===== config.mk =====
export PLATFORM = sky130hd
export DESIGN_NAME = sort_step_engine
export DESIGN_NICKNAME = d
export VERILOG_FILES = /design/src/rtl/sort_step_engine.sv
export SDC_FILE = /design/constraint.sdc
export NUM_CORES = 1
export LEC_CHECK = 0
export CORE_UTILIZATION = 58
export CTS_CLUSTER_DIAMETER = 30
export DETAILED_ROUTE_END_ITERATION = 16
export GPL_ROUTABILITY_DRIVEN = 0
export PLACE_DENSITY = 0.87
export SETUP_SLACK_MARGIN = 0.3
export SYNTH_ARGS = -nofsm -noshare
export SYNTH_HDL_FRONTEND = slang
export SYNTH_SLANG_ARGS = --single-unit

===== constraint.sdc =====
create_clock -name clk -period 6.17 [get_ports clk]
set_input_delay 1.234 -clock clk [delete_from_list [all_inputs] [get_ports clk]]
set_output_delay 1.234 -clock clk [all_outputs]
set_load 0.02 [all_outputs]

===== src/rtl/sort_step_engine.sv =====
// sort_step_engine: bubble-sort engine with free-running, paused and
// single-step operation, early exit after a swap-free pass, and optional
// step-back. Each step does one compare/swap of the pair (j, j+1) in pass i.
// Exports the array plus the compare and pass pointers for the bar renderer.
//
// Optional feature: define SORT_UNDO_EN to build the undo history stack and
// enable step_back. Without it, no history storage exists and step_back is
// ignored in every state.
module sort_step_engine #(
    parameter int N = 5,
    parameter int W = 7,
    parameter int DELAY = 100_000_000,
    localparam int IDX_W = $clog2(N)
) (
    input  logic             clk,
    input  logic             reset,
    input  logic             load,
    input  logic [N*W-1:0]   data_in,
    input  logic             start,
    input  logic             pause_toggle,
    input  logic             step_fwd,
    input  logic             step_back,
    output logic [N*W-1:0]   data_out,
    output logic [IDX_W-1:0] cmp_idx,
    output logic [IDX_W-1:0] pass_idx,
    output logic             busy,
    output logic             paused,
    output logic             done,
    output logic             last_swap,
    output logic [15:0]      step_count
);

    localparam int CNT_W = (DELAY > 1) ? $clog2(DELAY) : 1;
    localparam logic [CNT_W-1:0] CNT_MAX = CNT_W'(DELAY - 1);
    localparam logic [IDX_W-1:0] LAST_PASS = IDX_W'(N - 2);

    typedef enum logic [1:0] {
        S_IDLE,
        S_RUN,
        S_PAUSE,
        S_DONE
    } state_t;

    state_t            state_q, state_d;
    logic [W-1:0]      arr_q [N];
    logic [W-1:0]      arr_d [N];
    logic [IDX_W-1:0]  i_q, i_d;
    logic [IDX_W-1:0]  j_q, j_d;
    logic [15:0]       sc_q, sc_d;
    logic              last_swap_q, last_swap_d;
    logic              pass_sw_q, pass_sw_d;
    logic [CNT_W-1:0]  cnt_q, cnt_d;
    logic              busy_q, busy_d;
    logic              paused_q, paused_d;
    logic              done_q, done_d;

    logic              do_step;
    logic              do_undo;
    logic              swap_now;
    logic              pass_sw_after;
    logic [IDX_W-1:0]  j_next;
    logic [IDX_W-1:0]  j_last;
    logic              undo_ok;

`ifdef SORT_UNDO_EN
    localparam int MAXS = N * (N - 1) / 2;
    localparam int SP_W = $clog2(MAXS + 1);

    // Each entry is {swapped, pass_swapped_before} for one executed step.
    logic [1:0]        hist_q [MAXS];
    logic [1:0]        hist_d [MAXS];
    logic [SP_W-1:0]   sp_q, sp_d;
    logic [1:0]        undo_entry;
    logic              undo_prev_swap;
    logic [IDX_W-1:0]  undo_i;
    logic [IDX_W-1:0]  undo_j;

    // Locate the step being undone: in DONE the pointers never advanced past
    // the final pair, otherwise it is the pair before (i, j).
    always_comb begin
        undo_ok        = step_back && (sp_q != '0);
        undo_entry     = hist_q[sp_q - SP_W'(1)];
        undo_prev_swap = (sp_q >= SP_W'(2)) ? hist_q[sp_q - SP_W'(2)][1] : 1'b0;
        if (state_q == S_DONE) begin
            undo_i = i_q;
            undo_j = j_q;
        end else if (j_q != '0) begin
            undo_i = i_q;
            undo_j = j_q - IDX_W'(1);
        end else begin
            undo_i = i_q - IDX_W'(1);
            undo_j = IDX_W'(N - 1) - i_q;
        end
    end
`else
    logic unused_step_back;
    assign unused_step_back = step_back;
    assign undo_ok = 1'b0;
`endif

    // Compare the current pair and work out where the pointers go next.
    always_comb begin
        swap_now      = arr_q[j_q] > arr_q[j_next];
        pass_sw_after = pass_sw_q | swap_now;
        j_next        = j_q + IDX_W'(1);
        j_last        = LAST_PASS - i_q;
    end

    // Command decode by priority, then apply a forward step or an undo.
    always_comb begin
        state_d     = state_q;
        arr_d       = arr_q;
        i_d         = i_q;
        j_d         = j_q;
        sc_d        = sc_q;
        last_swap_d = last_swap_q;
        pass_sw_d   = pass_sw_q;
        cnt_d       = cnt_q;
        do_step     = 1'b0;
        do_undo     = 1'b0;
`ifdef SORT_UNDO_EN
        hist_d      = hist_q;
        sp_d        = sp_q;
`endif

        if (load) begin
            for (int k = 0; k < N; k++) begin
                arr_d[k] = data_in[k*W +: W];
            end
            i_d         = '0;
            j_d         = '0;
            sc_d        = '0;
            last_swap_d = 1'b0;
            pass_sw_d   = 1'b0;
            cnt_d       = '0;
            state_d     = S_IDLE;
`ifdef SORT_UNDO_EN
            sp_d        = '0;
`endif
        end else begin
            case (state_q)
                S_IDLE: begin
                    if (start) begin
                        state_d = S_RUN;
                        cnt_d   = '0;
                    end
                end
                S_RUN: begin
                    if (pause_toggle) begin
                        state_d = S_PAUSE;
                        cnt_d   = '0;
                    end else if (cnt_q == CNT_MAX) begin
                        do_step = 1'b1;
                        cnt_d   = '0;
                    end else begin
                        cnt_d = cnt_q + CNT_W'(1);
                    end
                end
                S_PAUSE: begin
                    if (pause_toggle) begin
                        state_d = S_RUN;
                        cnt_d   = '0;
                    end else if (undo_ok) begin
                        do_undo = 1'b1;
                    end else if (step_fwd) begin
                        do_step = 1'b1;
                    end
                end
                S_DONE: begin
                    if (undo_ok) begin
                        do_undo = 1'b1;
                    end
                end
                default: state_d = S_IDLE;
            endcase
        end

        if (do_step) begin
            if (swap_now) begin
                arr_d[j_q]    = arr_q[j_next];
                arr_d[j_next] = arr_q[j_q];
            end
            last_swap_d = swap_now;
            pass_sw_d   = pass_sw_after;
            sc_d        = (sc_q != 16'hFFFF) ? sc_q + 16'd1 : sc_q;
`ifdef SORT_UNDO_EN
            if (int'(sp_q) < MAXS) begin
                hist_d[sp_q] = {swap_now, pass_sw_q};
                sp_d         = sp_q + SP_W'(1);
            end
`endif
            if (j_q < j_last) begin
                j_d = j_next;
            end else if (!pass_sw_after || (i_q == LAST_PASS)) begin
                state_d = S_DONE;
            end else begin
                i_d       = i_q + IDX_W'(1);
                j_d       = '0;
                pass_sw_d = 1'b0;
            end
        end

`ifdef SORT_UNDO_EN
        if (do_undo) begin
            i_d = undo_i;
            j_d = undo_j;
            if (undo_entry[1]) begin
                arr_d[undo_j]               = arr_q[undo_j + IDX_W'(1)];
                arr_d[undo_j + IDX_W'(1)]   = arr_q[undo_j];
            end
            pass_sw_d   = undo_entry[0];
            sc_d        = sc_q - 16'd1;
            last_swap_d = undo_prev_swap;
            sp_d        = sp_q - SP_W'(1);
            state_d     = S_PAUSE;
        end
`endif

        busy_d   = (state_d == S_RUN) || (state_d == S_PAUSE);
        paused_d = (state_d == S_PAUSE);
        done_d   = (state_d == S_DONE);
    end

    // State, array, pointers and status flags; reset wins over every command.
    always_ff @(posedge clk) begin
        if (reset) begin
            state_q     <= S_IDLE;
            for (int k = 0; k < N; k++) begin
                arr_q[k] <= '0;
            end
            i_q         <= '0;
            j_q         <= '0;
            sc_q        <= '0;
            last_swap_q <= 1'b0;
            pass_sw_q   <= 1'b0;
            cnt_q       <= '0;
            busy_q      <= 1'b0;
            paused_q    <= 1'b0;
            done_q      <= 1'b0;
`ifdef SORT_UNDO_EN
            sp_q        <= '0;
`endif
        end else begin
            state_q     <= state_d;
            arr_q       <= arr_d;
            i_q         <= i_d;
            j_q         <= j_d;
            sc_q        <= sc_d;
            last_swap_q <= last_swap_d;
            pass_sw_q   <= pass_sw_d;
            cnt_q       <= cnt_d;
            busy_q      <= busy_d;
            paused_q    <= paused_d;
            done_q      <= done_d;
`ifdef SORT_UNDO_EN
            sp_q        <= sp_d;
`endif
        end
    end

`ifdef SORT_UNDO_EN
    // History contents need no reset: an empty stack pointer hides them.
    always_ff @(posedge clk) begin
        hist_q <= hist_d;
    end
`endif

    // Repack the element array onto the flat output bus.
    always_comb begin
        for (int k = 0; k < N; k++) begin
            data_out[k*W +: W] = arr_q[k];
        end
    end

    assign cmp_idx    = j_q;
    assign pass_idx   = i_q;
    assign busy       = busy_q;
    assign paused     = paused_q;
    assign done       = done_q;
    assign last_swap  = last_swap_q;
    assign step_count = sc_q;

endmodule


== Word level (Yosys, flattened, before mapping) ==
Index checks and enable logic that the tools add are counted.

* Output and inout port bits: 61
* Register bits after elaboration: 91

* $add $sub $neg: 5
* Reductions and logical operators: 11
* Equal/unequal tests: 11
* Order comparisons: 6
* Bitwise logic cells: 3
* Multiplexer cells: 50

{| class="wikitable"
|+ Operators with widths
! kind !! number
|-
| $mux W27 || 4
|-
| $mux W35 || 3
|-
| $pmux W27 S3 || 1
|-
| $bwmux W35 || 2
|-
| $mux W16 || 3
|-
| $bmux W7 S3 || 2
|-
| $demux W7 S3 || 2
|-
| $mux W7 || 6
|-
| $add A27 B1 Y27 const B || 1
|-
| $eq A27 B27 Y1 const B || 1
|-
| $mux W3 || 8
|-
| $add A16 B1 Y16 const B || 1
|-
| $ne A16 B16 Y1 const B || 1
|-
| $mux W2 || 7
|-
| $mux W1 || 10
|-
| $ge A4 B4 Y1 const B || 2
|-
| $lt A4 B1 Y1 const B || 2
|-
| $not A3 Y4 || 2
|-
| $gt A7 B7 Y1 || 1
|-
| $add A3 B1 Y3 const B || 2
|-
| $eq A2 B2 Y1 const B || 3
|-
| $pmux W2 S3 || 1
|-
| $eq A2 B1 Y1 const B || 2
|-
| $ne A2 B2 Y1 const B || 2
|-
| other kinds (15) || 17
|}

== Longest topological paths before layout ==
* Word-level depth: 14
* Depth in mapped cells: 16
* Gate-level depth less buffers: 15

== Worst setup path before layout ==
OpenSTA, ideal clock, no wires.

* Path type: register to register
* Start: reg j_q[1], in the netlist cmp_idx[1]
* End: reg arr_q (netlist bit data_out[14])
* Path buffers: 4
* Data required time: 6022 ps
* Setup slack: 2579 ps
* Cell stages (with the launch flop): 16
* Clock period less this slack: 3591 ps
* Arrival time: 3443 ps
* Cells stage by stage: dfxtp_1 -> ha_1 -> clkbuf_1 -> clkbuf_1 -> mux2i_1 -> nor2_1 -> o21a_1 -> or2_2 -> ha_1 -> nand3b_1 -> a21oi_1 -> o21ai_0 -> a211oi_2 -> buf_6 -> buf_4 -> a221oi_1

* Cells in the longest elaborated chain, start to end: 9
* Elaborated cells on any way between the ends: 24
* Classes of those cells: add/sub (1); order compare (5); mux (14); bitwise (2); reduce/logical (2)

{| class="wikitable"
|+ RTL lines
! item !! line !! RTL
|-
| start, declared || 48 || <nowiki>logic [IDX_W-1:0] j_q, j_d;</nowiki>
|-
| start signal, assigned || 247 || <nowiki>j_q <= j_d;</nowiki>
|-
| parallel branches: the longest is 7 deep, another holds $gt A7 B7 Y1 || -- ||
|-
| $mux W35 (*) || 179 || <nowiki>if (swap_now) begin</nowiki>
|-
| $mux W35 (*) || 178 || <nowiki>if (do_step) begin</nowiki>
|-
| end signal, assigned || 245 || <nowiki>arr_q <= arr_d;</nowiki>
|-
| end, declared || 45 || <nowiki>logic [W-1:0] arr_q [N];</nowiki>
|}

Mark *: on every way between the ends. The select of a mux whose other input is x is not followed.
A chain may end at the register's enable or synchronous reset.

== Final worst setup path ==
* Start: reg j_q[0], in the netlist cmp_idx[0]
* End: reg arr_q (netlist bit data_out[25])

The elaborated chain is that of the path after synthesis.

==> reports/qor.txt <==
M1 WL: 6.37 mm
critical path's slowest cell: ha_1
1st-pass router iterations: 6
PD cells: 177 mW/mm^2
RSZ-0062 raised after global routing: false
worst hold-check path type: flip-flop to flip-flop
commonest cells in the synthesized netlist: dfxtp_1 (91), mux2i_1 (55), nand2_1 (54), nor2_1 (54), o21ai_0 (37)
Die Width: 101 um
vias in the first global route: 5492
Root Driver: clkbuf_8
CTS tree: done
R2R Path End: data_out[25]
Setup Skew: 0.0149 ns
antenna cell count: 0
starting density of the core: 60.8%
CP max stage delay: 1.04 ns
Hold Path End: last_swap
Final nets: 812
clock slew at reported path FFs: 0.10 ns
TNS Setup: 0 ns
grt ovf: 0
CP arrival: 4.49 ns
area leader, netlist: dfxtp_1
vias: 5681
EDFF count, synth: 0
top post-synthesis cells by area: dfxtp_1 (32%), mux2i_1 (9.7%), a221oi_2 (5.5%)
Crit path buffers/inverters: 2
final setup margin: 1.96 ns
met2 routed WL: 8.11 mm
fin crit period: 4.21 ns
Leak: 2.44 nW
CP Cell Sequence: ha_1 -> mux2i_1 -> nor2_1 -> o21ai_0 -> and2_1 -> ha_1 -> o21ai_0 -> o21bai_1 -> o21ai_0 -> a211oi_4 -> buf_4 -> buf_4 -> a221oi_2
Max clock buf depth: 2
max_slew headroom: 23.7%
Post-Syn Area per Cell: 8.47 um^2
hold buffer count at cts: 0
f_max: 237 MHz
setup violators final: 0
maxcap violations: 0
sequential area share after synthesis: 32.0%
Worst Setup End Kind: flip-flop
clk sink count: 91
HPWL after DPL: 11.4 mm
Max Slew Vio Count: 0
initial antenna violation count: 0
worst reg2reg path startpoint: cmp_idx[0]
worst reg2reg path depth: 13
htree depth: 3
Mapped Cells: 673
Rows: 35
Worst-Margin Slew: 1.14 ns
Hold Crit Start: last_swap
vias per cell: 6.41
Worst Setup Path Type: flip-flop to flip-flop
PortBufs: 101
Post-synth top flop: dfxtp_1
core area: 0.00937 mm^2
crit start category: flip-flop
CP required: 6.45 ns
Synth top area share: 32.0%
Area Growth Syn to Fin: 22.2%
Die Footprint: 0.0102 mm^2
layout cells sized above 1: 8.59%
Clock Latency Late Sink: 0.37 ns
status: finished, final reports clean
wire length of the first global-routing pass: 25.8 mm
CTS Buf Count: 9
Async SR Flop Fraction: 0%
Die Span Y: 101 um
top layer in use: met4
Yosys reg bits: 91
post-route DRC violation count: 0
Final Cycle Share: 68.3%
Detail Route Antenna Nets: 0
post-CTS sizing: 0
final hold vios: 0
family with the most delay on the worst path: compound AO/OA/AOI/OAI gates
wire length per cell: 18.0 um
WHS Path Cells: 2
top-count cell post-synth: dfxtp_1
highest ir drop seen on vdd: 0.155 mV
met3 wire length: 1.04 mm
final WL: 15.9 mm
most used cell along the critical path: o21ai_0
pin count of the biggest net entering global routing: 50
Net Count, Synth: 733
Mapped Area: 0.00570 mm^2
number of library cell types mapped by synthesis: 54
Setup Fix Bufs, Post-CTS: 0
YS warnings: 0
R2R Setup Slk: 1.96 ns
overall global routing resource usage: 31.5%
# IOs: 103
crit path max fanout: 27
DR iter-0 viols: 269
pre-CTS WS: 2.12 ns
[tightest hold or removal path, delay by kind of cell (launching register included)]
family          cells  cell delay (ns)
simple gates        1             0.05
compound gates      1             0.05
flops               1             0.32
[worst max-delay path by stage]
stage,from,end,slack (ns),cells after the start
2_1_floorplan,cmp_idx[1],data_out[14],2.58,15
3_3_place_gp,cmp_idx[0],data_out[23],2.26,13
3_5_place_dp,cmp_idx[0],data_out[25],2.12,13
4_1_cts,cmp_idx[0],data_out[25],2.11,13
5_1_grt,cmp_idx[0],data_out[13],1.73,13
6_report,cmp_idx[0],data_out[25],1.96,13
[per-layer routing]
metal  vias to the layer above  global-route usage [%]
li1                       2650                       -
met5                         -                       0
met4                         0                    13.4
met3                        51                    4.44
met1                      2705                    37.2
met2                       275                    56.9
[final cells by class]
type	instances	area, um^2
flip-flops and latches	91	1820
repair buffers	109	1060
fillers	750	2410
clock buffers	9	124
well taps	129	161
multi-input cells	527	3670
inverters	14	52.6
clock inverters	7	73.8
[sequential cells by signal (all words and copies together), names as in the netlist, 2 cells and up]
register / count
state_q: 2
cnt_q: 27
pass_idx: 3
data_out: 35
step_count: 16
cmp_idx: 3
[metrics by stage]
stage	hold WS [ns]	total power [mW]	std cells	instance area, um^2	utilization [%]
finish	0.469	1.23	886	6970	74.3
global route	0.515	1.27	886	6970	74.3
CTS	0.470	1.23	886	6970	74.3
detailed placement	0.456	0.820	870	6770	72.2
global placement	0.468	0.815	870	6770	72.2
floorplan	0.461	0.738	673	5700	-
[where the power goes]
part | total (mW) | internal (mW) | switching, mW
sequential | 0.619 | 0.602 | 0.0174
clock | 0.422 | 0.190 | 0.232
combinational | 0.192 | 0.0907 | 0.101
total | 1.23 | 0.883 | 0.351
[cell families after synthesis]
kind of cell	count (synthesis)	synth area share [%]
DFF	91	32.0
xor gates and xnor gates	29	4.46
and+or+nand+nor	242	22.6
muxes	57	10.1
buffers and inverters	55	3.84
adders and majority gates	18	3.95
AOI/OAI and AO/OA	181	23.1
[layout by cell type, fill, tap and decap left out, drive strengths merged, types with 7 or more instances in the layout]
master and instances:
a21oi 34, xor2 23, o21ai 42, a221oi 30, nand3 26, and2 10, nor2 54, dfxtp 91
nand3b 10, inv 17, mux2i 55, a21o 8, buf 10, nand4 13, clkbuf 9, o22ai 28
nand2b 7, or3 11, nand2 57, clkdlybuf4s50 99, a211oi 18, ha 18, nor2b 16
No activity file was read; power rests on OpenSTA's default activity.
